[config.mk]
export PLATFORM = sky130hd
export DESIGN_NAME = coin_credit
export DESIGN_NICKNAME = d
export VERILOG_FILES = /design/src/rtl/coin_credit.sv
export SDC_FILE = /design/constraint.sdc
export NUM_CORES = 1
export LEC_CHECK = 0
export CAP_MARGIN = 20
export CORE_MARGIN = 2
export CORE_UTILIZATION = 51
export CTS_CLUSTER_DIAMETER = 60
export CTS_CLUSTER_SIZE = 8
export DETAILED_ROUTE_END_ITERATION = 16
export PLACE_DENSITY_LB_ADDON = 0.25
export SLEW_MARGIN = 10
export SYNTH_ARGS = -nofsm -noshare
export SYNTH_HDL_FRONTEND = slang
export SYNTH_SLANG_ARGS = --single-unit
export TNS_END_PERCENT = 20
[constraint.sdc]
create_clock -name clk -period 4.8 [get_ports clk]
set_input_delay 0.72 -clock clk [delete_from_list [all_inputs] [get_ports clk]]
set_output_delay 0.72 -clock clk [all_outputs]
set_load 0.02 [all_outputs]
[src/rtl/coin_credit.sv]
// coin_credit: coin acceptor credit accumulator for a drink vending machine.
//   Three asynchronous coin-sensor levels are synchronized, edge-detected and
//   debounced by a per-input lockout. Accepted coins are summed into a
//   saturating credit register, and a COLLECT/ARMED/REFUND FSM hands off to
//   the dispense FSM (coin, vend_done) and the change hopper (refund_*).
// Ports:
//   clk, resetn                          clock, async active-low reset
//   nickel_raw, dime_raw, quarter_raw    async sensor levels (5/10/25)
//   cancel, vend_done, refund_ack        synchronous control pulses
//   coin                                 1-cycle pulse: credit reached PRICE
//   credit                               current credit
//   refund_valid, refund_amt             refund request and value
//   overflow                             1-cycle pulse: addition saturated
module coin_credit #(
  parameter int unsigned PRICE    = 50,
  parameter int unsigned CREDIT_W = 8,
  parameter int unsigned LOCKOUT  = 4
) (
  input  logic                clk,
  input  logic                resetn,
  input  logic                nickel_raw,
  input  logic                dime_raw,
  input  logic                quarter_raw,
  input  logic                cancel,
  input  logic                vend_done,
  input  logic                refund_ack,
  output logic                coin,
  output logic [CREDIT_W-1:0] credit,
  output logic                refund_valid,
  output logic [CREDIT_W-1:0] refund_amt,
  output logic                overflow
);

  localparam int unsigned LW   = (LOCKOUT < 1) ? 1 : $clog2(LOCKOUT + 1);
  localparam logic [31:0] MAXC = (32'd1 << CREDIT_W) - 32'd1;

  typedef enum logic [1:0] {COLLECT, ARMED, REFUND} state_t;

  state_t        state;
  logic [2:0]    raw;
  logic [2:0]    sync1, sync2, prev;
  logic [1:0]    warm;
  logic [LW-1:0] lock_cnt [3];
  logic [2:0]    accept;
  logic [31:0]   add_val, raw_sum, sum, rem;
  logic          sat;
  logic [CREDIT_W-1:0] sum_c, rem_c;

  assign raw = {quarter_raw, dime_raw, nickel_raw};

  // Events are suppressed until prev has captured a settled synchronizer
  // output, so a level already high when reset is released is not an edge.
  always_ff @(posedge clk or negedge resetn) begin
    if (!resetn) begin
      sync1 <= '0;
      sync2 <= '0;
      prev  <= '0;
      warm  <= '0;
    end else begin
      sync1 <= raw;
      sync2 <= sync1;
      prev  <= sync2;
      if (warm != 2'd3) warm <= warm + 2'd1;
    end
  end

  always_comb begin
    accept = '0;
    for (int unsigned i = 0; i < 3; i++) begin
      accept[i] = sync2[i] && !prev[i] && (warm == 2'd3) && (lock_cnt[i] == '0);
    end
  end

  always_ff @(posedge clk or negedge resetn) begin
    if (!resetn) begin
      for (int unsigned i = 0; i < 3; i++) lock_cnt[i] <= '0;
    end else begin
      for (int unsigned i = 0; i < 3; i++) begin
        if (accept[i])              lock_cnt[i] <= LW'(LOCKOUT);
        else if (lock_cnt[i] != '0) lock_cnt[i] <= lock_cnt[i] - 1'b1;
      end
    end
  end

  // Same-cycle coins form a single addition; sum is computed wide so that
  // saturation and the PRICE compare work even when PRICE exceeds MAXC.
  always_comb begin
    add_val = (accept[0] ? 32'd5 : 32'd0) + (accept[1] ? 32'd10 : 32'd0) +
              (accept[2] ? 32'd25 : 32'd0);
    raw_sum = {{(32-CREDIT_W){1'b0}}, credit} + add_val;
    sat     = raw_sum > MAXC;
    sum     = sat ? MAXC : raw_sum;
    rem     = sum - PRICE;
    sum_c   = sum[CREDIT_W-1:0];
    rem_c   = rem[CREDIT_W-1:0];
  end

  always_ff @(posedge clk or negedge resetn) begin
    if (!resetn) begin
      state        <= COLLECT;
      credit       <= '0;
      coin         <= 1'b0;
      refund_valid <= 1'b0;
      refund_amt   <= '0;
      overflow     <= 1'b0;
    end else begin
      coin     <= 1'b0;
      overflow <= 1'b0;
      case (state)
        COLLECT: begin
          overflow <= sat;
          if (cancel && sum != 32'd0) begin
            state        <= REFUND;
            refund_valid <= 1'b1;
            refund_amt   <= sum_c;
            credit       <= '0;
          end else begin
            credit <= sum_c;
            if (sum >= PRICE) begin
              state <= ARMED;
              coin  <= 1'b1;
            end
          end
        end
        ARMED: begin
          overflow <= sat;
          if (vend_done) begin
            credit <= '0;
            if (rem != 32'd0) begin
              state        <= REFUND;
              refund_valid <= 1'b1;
              refund_amt   <= rem_c;
            end else begin
              state <= COLLECT;
            end
          end else if (cancel) begin
            state        <= REFUND;
            refund_valid <= 1'b1;
            refund_amt   <= sum_c;
            credit       <= '0;
          end else begin
            credit <= sum_c;
          end
        end
        REFUND: begin
          if (refund_ack) begin
            state        <= COLLECT;
            refund_valid <= 1'b0;
            refund_amt   <= '0;
          end
        end
        default: state <= COLLECT;
      endcase
    end
  end

endmodule

==> metrics.cfg, run 1 <==
[clocking]
worstSkewPairLatency_ns=0.30
cts_buffer_depth=2
numCtsBuffers=5
cts_tree=built
root_buffer=clkbuf_8
clkTransAtPathRegs_ns=0.08
cts.hold.buffers_added=0
cts_sinks=41
h-tree-depth=2

[outcome]
status=completed

[detailed_routing]
drt-total-wl_um=5480
wl_met1_um=2710
vias=2047
top_layer=met4
drtPass1Iterations=4
wl_met3_um=298
drt-wirelength-per-cell_um=15.2
wl_met2_um=2440
drc=0
postRouteAntennaNets=0
vias_per_cell=5.69
drtIter0Drc=160

[global_route]
antenna_found_initial=0
grt_use_total_pct=21.5
grt_pass1_vias=1864
grt_overflow=0
grt_pass1_wl_um=9020
grt_max_degree=42

[die]
die_y_um=74.6
die-area_mm2=0.00557
initial_core_util_pct=53.5
coreArea_mm2=0.00475
io-pin-count=27
die_x_um=74.6
core.rowCount=25

[power]
ir_drop_mv=0.497
leakage_nw=1.35
p_per_area_mw_per_mm2=674

[yosys]
yosys_warnings=0
synth_commonest_cells=dfrtp_1 (41), nor2_1 (25), a21oi_1 (21), nand2_1 (21), ha_1 (20)
async_flop_share_pct=100
synth_edf_count=0
yosysTopAreaCellShare_pct=40.4
ys_types=54
synth-seq-cells=41
netlist_top_cells_area=dfrtp_1 (40%), ha_1 (9.8%), a21oi_1 (4.1%)
syn_avg_cell_area_um2=9.93
synth_fp_nets=287
netlist_area_mm2=0.00254
synth_cells=256
synth.most_common_cell=dfrtp_1
yosys.area.top_type=dfrtp_1
yosysSeqAreaShare_pct=40.4
yosys_most_used_dff=dfrtp_1

[cells_and_area]
drive_above_1_share_pct=13.7
area_delta_synth_final_pct=19.8
diodes=0
nNetsFinal=323
fin_area_mm2=0.00305
fill_cells=408

[sta]
totalNegativeSetupSlack_ns=0
setup_ws_ns=0.335
drv_slew=0
layout_min_cycle_time_ns=4.46
relSlewSlack_pct=41.9
tightest_slew_ns=0.872
setup_viol=0
rsz0062_at_grt=no
post-route-period-util_pct=93.0
hold_violations=0
max_clock_freq_ghz=0.224
skew_ns=0.0125

[critical_path]
timing.rr.start=warm[0]
max_stage_delay_ns=0.41
end_kind=flop
crit_path_cell_trace=ha_1, nand3b_1, nor2_4, fa_1, ha_1, and3_2, nand2_1, a21oi_2, nor2_1, ha_1, inv_1, o221a_2, nand3_1, a221oi_1, o2111ai_2, o21ai_4, mux2_4
reg2regPathDepth=17
crit_top_cell=ha_1
worst-path-max-fanout=8
cp_top_family=compound AO/OA/AOI/OAI gates
critPathLaunchType=flop
timing.rr.end=refund_amt[1]
cp_slowest_cell=dfrtp_1
path_buf_inv=1
rrSetupSlack_ns=0.34
cp.arrival_ns=4.65
cp.required_ns=4.98
path_class=flop to flop

[placement]
place_congestion=0.921
place_area_mm2=0.00290
dp_hpwl_um=4180
portBuffers=26
post-place-ws_ns=0.156

[min_path]
min_path_type=flop to flop
hold_end=sync2[2]
min_from=sync1[2]
worstHoldPathCells=0

[run]
cap_violations=0

==> layout by cell type (no fill, tap or decap), types with 5 or more instances in the layout <==
cell type         n
dfrtp_1          41
clkdlybuf4s50_1  25
nor2_1           23
nand2_1          21
a21oi_1          20
ha_1             20
inv_1            17
o21ai_0          16
nand3_1           8
clkbuf_8          6
a31oi_1           5
mux2_4            5
buf_4             5
==> metrics by stage <==
stage / utilization [%] / hold WS (ns) / power, mW / instances
2_1_floorplan: - / 0.331 / 1.39 / 256
3_3_place_gp: 61.1 / 0.334 / 1.71 / 351
3_5_place_dp: 61.1 / 0.336 / 1.73 / 351
4_1_cts: 63.6 / 0.354 / 2.04 / 359
5_1_grt: 64.1 / 0.360 / 2.20 / 360
6_report: 64.1 / 0.353 / 2.05 / 360
==> kinds of logic (layout without fill, tap and decap cells) <==
kind of cell / after synthesis / in the layout / share of synthesized area [%]
flops: 41 / 41 / 40.4
fa+ha+maj: 23 / 23 / 12.2
simple gates: 79 / 79 / 15.3
mux: 10 / 10 / 5.02
xor+xnor: 5 / 5 / 2.02
compound gates: 78 / 78 / 22.2
buf+inv: 20 / 57 / 2.95
==> worst max-delay path by stage <==
| stage | start | end | slack [ns] | cells past startpoint |
|---|---|---|---|---|
| final | warm[0] | refund_amt[1] | 0.34 | 17 |
| after detailed placement | warm[0] | refund_amt[4] | 0.16 | 17 |
| after global placement | warm[0] | refund_amt[4] | 0.28 | 17 |
| after global routing | warm[0] | refund_amt[4] | 0.02 | 17 |
| after CTS | warm[0] | refund_amt[3] | 0.11 | 17 |
| after floorplan | warm[0] | refund_amt[1] | 0.22 | 17 |
==> flip-flops by register name, indices dropped and copies added (netlist names) <==
register / cells
lock_cnt: 9
warm: 2
state: 2
credit: 8
refund_amt: 8
refund_valid: 1
overflow: 1
prev: 3
coin: 1
sync2: 3
sync1: 3
==> metal layers <==
| metal | vias up | global-route usage (%) |
|---|---|---|
| met5 | - | 0 |
| met4 | 0 | 5.56 |
| met3 | 4 | 3.93 |
| met2 | 50 | 31.5 |
| met1 | 991 | 32.8 |
| li1 | 1002 | - |
==> area by class of cell <==
cell class / instances / area (um^2) / area share, %
Clock buffer: 6 / 82.6 / 2.71
Clock inverter: 2 / 37.5 / 1.23
Inverter: 18 / 67.6 / 2.22
Multi-Input combinational cell: 195 / 1460 / 47.8
Sequential cell: 41 / 1030 / 33.7
Tap cell: 67 / 83.8 / 2.75
Timing Repair Buffer: 31 / 293 / 9.61
==> where the power goes <==
group / internal (mW) / leakage, nW / total [mW] / switching (mW)
Combinational: 0.522 / 0.787 / 1.22 / 0.700
Clock: 0.169 / 0.0574 / 0.296 / 0.127
Sequential: 0.455 / 0.510 / 0.534 / 0.0789
==> worst reg2reg max path, cell delays in order, from the launching register on <==
cell and delay [ns]:
dfrtp_1 0.41, ha_1 0.27, nand3b_1 0.23, nor2_4 0.08, fa_1 0.39, ha_1 0.40
and3_2 0.25, nand2_1 0.11, a21oi_2 0.25, nor2_1 0.09, ha_1 0.22, inv_1 0.11
o221a_2 0.21, nand3_1 0.08, a221oi_1 0.33, o2111ai_2 0.23, o21ai_4 0.36, mux2_4 0.33
==> timing repair <==
item	in CTS	in global routing
hold endpoints to repair	0	0
setup endpoints to repair	0	8
resized for setup	0	4
setup buffers	0	1
(Power assumes the default switching activity.)
==> run 2: changes to the inputs <==
Settings changed: PLACE_DENSITY from default to 0.84, PLACE_DENSITY_LB_ADDON 0.25 to default.
==> run 2 against run 1 <==
  * Flip-flop and latch count did not move
  * Clock skew fell by 0.0031 ns
  * Wire length fell by 0.24%
  * Critical path type unchanged
==> metrics.cfg, run 2 (same netlist as run 1, synthesis figures left out) <==
[cells_and_area]
regArea_mm2=0.00103
layout_commonest_cell=dfrtp_1
top_regs=lock_cnt (9), credit (8), refund_amt (8)
regMostFlops=lock_cnt
drive_above_1_share_pct=13.3
diodes=0
largest_reg_flops=9
nNetsFinal=323
fill_cells=389
multi_input_area_mm2=0.00146
final_cell_mix=dfrtp_1 (41), clkdlybuf4s50_1 (25), nor2_1 (24)
area_delta_synth_final_pct=20.1

[die]
core.rowCount=25
coreArea_mm2=0.00475
die-area_mm2=0.00557
die_y_um=74.6
io-pin-count=27
die_x_um=74.6
initial_core_util_pct=53.5

[detailed_routing]
drt-total-wl_um=5470
wl_met1_um=2540
vias_per_cell=5.61
postRouteAntennaNets=0
drc=0
wl_met2_um=2500
drtPass1Iterations=4
vias=2019
wl_met3_um=337
drt-wirelength-per-cell_um=15.2
drtIter0Drc=138
top_layer=met4

[clocking]
h-tree-depth=2
cts.hold.buffers_added=0
numCtsBuffers=5
clkTransAtPathRegs_ns=0.09
worstSkewPairLatency_ns=0.31
root_buffer=clkbuf_8
cts_sinks=41
cts_buffer_depth=2
cts_tree=built

[sta]
hold_violations=0
layout_min_cycle_time_ns=4.44
setup_ws_ns=0.359
tightest_slew_ns=0.899
setup_viol=0
drv_slew=0
max_clock_freq_ghz=0.225
post-route-period-util_pct=92.5
rsz0062_at_grt=no
skew_ns=0.00940
totalNegativeSetupSlack_ns=0
relSlewSlack_pct=40.1

[power]
p_per_area_mw_per_mm2=678
leakage_nw=1.35
ir_drop_mv=0.413

[global_route]
grt_overflow=0
grt_use_total_pct=21.8
grt_pass1_wl_um=9110
grt_pass1_vias=1922
grt_max_degree=42
antenna_found_initial=0

[critical_path]
crit_path_cell_trace=ha_1, nand3b_1, nor2_2, fa_1, ha_1, a21o_1, a21oi_2, a21oi_4, nor2_1, ha_1, inv_1, o221a_2, nand2_1, a2111oi_4, o2111ai_2, o21ai_4, buf_12, mux2_4
max_stage_delay_ns=0.41
cp.arrival_ns=4.63
critPathLaunchType=flop
reg2regPathDepth=18
path_buf_inv=2
end_kind=flop
path_depth=18
cp_slowest_cell=dfrtp_1
timing.rr.end=refund_amt[2]
rrSetupSlack_ns=0.36
crit_top_cell=ha_1
timing.rr.start=warm[0]
cp_top_family=compound AO/OA/AOI/OAI gates
path_class=flop to flop
worst-path-max-fanout=8
cp.required_ns=4.99

[placement]
post-place-ws_ns=0.0632
portBuffers=26
place_congestion=0.951
dp_hpwl_um=4150

[outcome]
status=completed

[min_path]
worstHoldPathCells=0
min_from=sync1[0]
hold_end=sync2[0]
min_path_type=flop to flop

[run]
cap_violations=0

==> run 2: worst max-delay path by stage <==
stage | start | end | slack, ns
3_5_place_dp | warm[0] | refund_amt[2] | 0.06
4_1_cts | warm[0] | refund_amt[2] | 0.04
3_3_place_gp | warm[0] | refund_amt[1] | 0.23
5_1_grt | warm[0] | refund_amt[3] | 0.03
6_report | warm[0] | refund_amt[2] | 0.36
2_1_floorplan | warm[0] | refund_amt[1] | 0.22
==> run 2: metal layers <==
metal,up-vias,global-route usage (%)
met5,-,0
met4,0,9.13
met3,9,4.07
met2,69,33.1
met1,937,30.6
li1,1004,-
==> run 2: metrics by stage <==
stage	std cells	hold WS (ns)	total power, mW	cell area, um^2	util, %
6_report	360	0.352	2.07	3050	64.2
5_1_grt	360	0.359	2.23	3050	64.2
4_1_cts	359	0.353	2.02	3020	63.5
3_5_place_dp	351	0.335	1.73	2900	61.1
3_3_place_gp	351	0.332	1.70	2900	61.1
2_1_floorplan	256	0.331	1.39	2540	-
==> run 2: final cells by class <==
cell class,count,area share [%]
clock inverters,3,1.52
clock buffers,5,2.25
inverters,18,2.21
flip-flops and latches,41,33.6
repair buffers,31,10.0
multi-input cells,195,47.7
well taps,67,2.75
==> run 2: repair_timing <==
item	CTS	global route
endpoints found under the hold margin	0	0
setup buffers	0	1
endpoints found under the setup margin	0	8
gates resized for setup	0	3
==> run 2: report_power, final <==
group	switching, mW	internal (mW)
Sequential	0.0841	0.455
Clock	0.134	0.156
Combinational	0.689	0.553
==> RTL edit (flow settings as in run 2) <==
Set the parameter `LOCKOUT` to 2 (it was 4).
--- a/src/rtl/coin_credit.sv
+++ b/src/rtl/coin_credit.sv
@@ -16,3 +16,3 @@
   parameter int unsigned CREDIT_W = 8,
-  parameter int unsigned LOCKOUT  = 4
+  parameter int unsigned LOCKOUT  = 2
 ) (
Check against the original RTL: not equivalent (Yosys sat finds a counterexample within 10 cycles, from zero or initial values and one cycle with resetn low).
==> RTL edit against run 2 <==
- power is 27% lower
- die area is 6.0% lower
- worst setup slack worse by 11 ps
- hold slack better by 0.56 ps
- synthesized area is 6.3% lower
- count of clock-buffer cells in the layout stayed put
- non-clock buffer count is 1 lower
- sequential cell count is 3 lower
- routed wire length is 8.5% lower
- utilization is 0.50 points higher
- cell area is 6.4% lower
- critical endpoint is now refund_amt[7]
==> RTL edit: results (changes against run 2) <==
[run_status]
status=finished clean

[final_layout]
regArea_um2=951  ; -7.3%
largestRegisters=credit x8, refund_amt x8, lock_cnt x6
finalNetCount=300  ; -7.1%
fill_cells=350  ; -10%
fin_cells=325  ; -9.7%
layout-drive-gt1-share_pct=13.6  ; +0.24 points
antenna_cells=0  ; unchanged

[power_and_ir_drop]
ir_drop_uv=311  ; -25%
pg_clk_mw=0.330  ; +14%
powerSeq_mw=0.438  ; -19%
p_sw_mw=0.587  ; -35%
leakage_nw=1.32  ; -2.7%

[timing]
skew_ps=8.34  ; -1.06 ps
holdWs_ps=353  ; +0.556 ps
hold_violations=0  ; unchanged
slew_headroom_pct=46.0  ; +5.9 points

[routing]
vias_per_cell=5.72  ; +2.0%
routed_wl_um=5000  ; -8.5%
drt-initial-drc-count=94  ; -32%
first_pass_iters=4  ; unchanged

[clock_tree]
cts_root_buf=clkbuf_8
clk_latency_ps=300
clockBufferDepth=2  ; unchanged
numCtsBuffers=5  ; unchanged
clk_pin_slew_ps=80
cts.htree.levels=2  ; unchanged

[worst_setup_path]
rrSetupSlack_ps=350
crit_path_max_fanout=6  ; -2

[place]
gp_congestion=0.960  ; +0.96%
io_buffers=26  ; unchanged
hpwl_um=3720  ; -10%
place_area_mm2=0.00269  ; -7.5%
place_inst=316  ; -10%

[synth]
postSynthNetCount=271  ; -5.6%
yosysSeqAreaShare_pct=39.9  ; -0.44 points
async_reset_ff_share_pct=100  ; unchanged
synth_compound_area_share_pct=18.9  ; -3.3 points
synth_area_leaders=dfrtp_1 (40%), ha_1 (8.9%), nand2_1 (3.9%)
muxShareOfSynthArea_pct=6.20  ; +1.2 points
yosys-top-cells-count=dfrtp_1 (38), nand2_1 (25), inv_1 (18), nor2_1 (18)
yosysUniqueCellTypes=52  ; -3.7%
syn_inst=243  ; -5.1%
synth_adder_area_share_pct=11.4  ; -0.76 points
synth-xor-area-share_pct=2.94  ; +0.92 points
yosys_warnings=0  ; unchanged

[min_path]
min_path_type=reg2reg

[global_route]
grt_pass1_vias=1741  ; -9.4%
grt_pass1_wl_um=8200  ; -10%
grt_use_total_pct=20.4  ; -1.3 points
grt_max_degree=39  ; -7.1%
antenna_found_initial=0  ; unchanged

==> RTL edit: worst paths after layout <==
check                      cells after the start  startpoint       endpoint
min in group asynchronous                      1      resetn      credit[6]
hold / removal                                 0    sync1[0]       sync2[0]
max in group asynchronous                      1      resetn       state[0]
setup / recovery                              18     warm[0]  refund_amt[7]
hold reg to reg                                0    sync1[0]       sync2[0]
setup reg to reg                              18     warm[0]  refund_amt[7]
==> RTL edit: worst max-delay path, stage by stage, from the launching register on <==
cell,delay [ps]
dfrtp_1,380
ha_2,240
nand2_1,90
nor2_1,80
nand2_1,90
fa_1,520
inv_1,40
ha_1,360
and3_1,240
a221oi_2,320
nor2_2,120
nor2_2,120
ha_2,210
xnor2_1,80
a2111oi_2,340
o311a_1,260
o2111ai_4,200
o21ai_4,310
mux2_4,330
==> RTL edit: stage by stage <==
stage                     worst slack (ps)  total power [mW]  TNS, ps
after floorplan                        353             0.955        0
after global placement                 304              1.14        0
after detailed placement               187              1.15        0
after CTS                              149              1.48        0
after global routing                 -13.4              1.60    -25.7
final                                  348              1.50        0
==> RTL edit: layer usage <==
metal  global-route usage [%]  up-vias  share of wire, %
met4                     7.76        0               2.5
met2                     31.7       46                47
met1                     26.8      871                45
met3                     6.53       15               4.8
li1                         -      928                 -
met5                        0        -                 0
==> RTL edit: cell type report <==
class	instances	share of cell area [%]
multi-input cells	179	47.3
inverters	18	2.37
flip-flops and latches	38	33.3
clock inverters	3	2.41
clock buffers	5	2.41
well taps	52	2.28
repair buffers	30	9.99
==> RTL edit: repair_timing <==
action,4_1_cts,5_1_grt
gates resized for setup,0,8
setup endpoints to repair,0,9
hold endpoints to repair,0,0
setup buffers,0,1
hold buffers,0,0
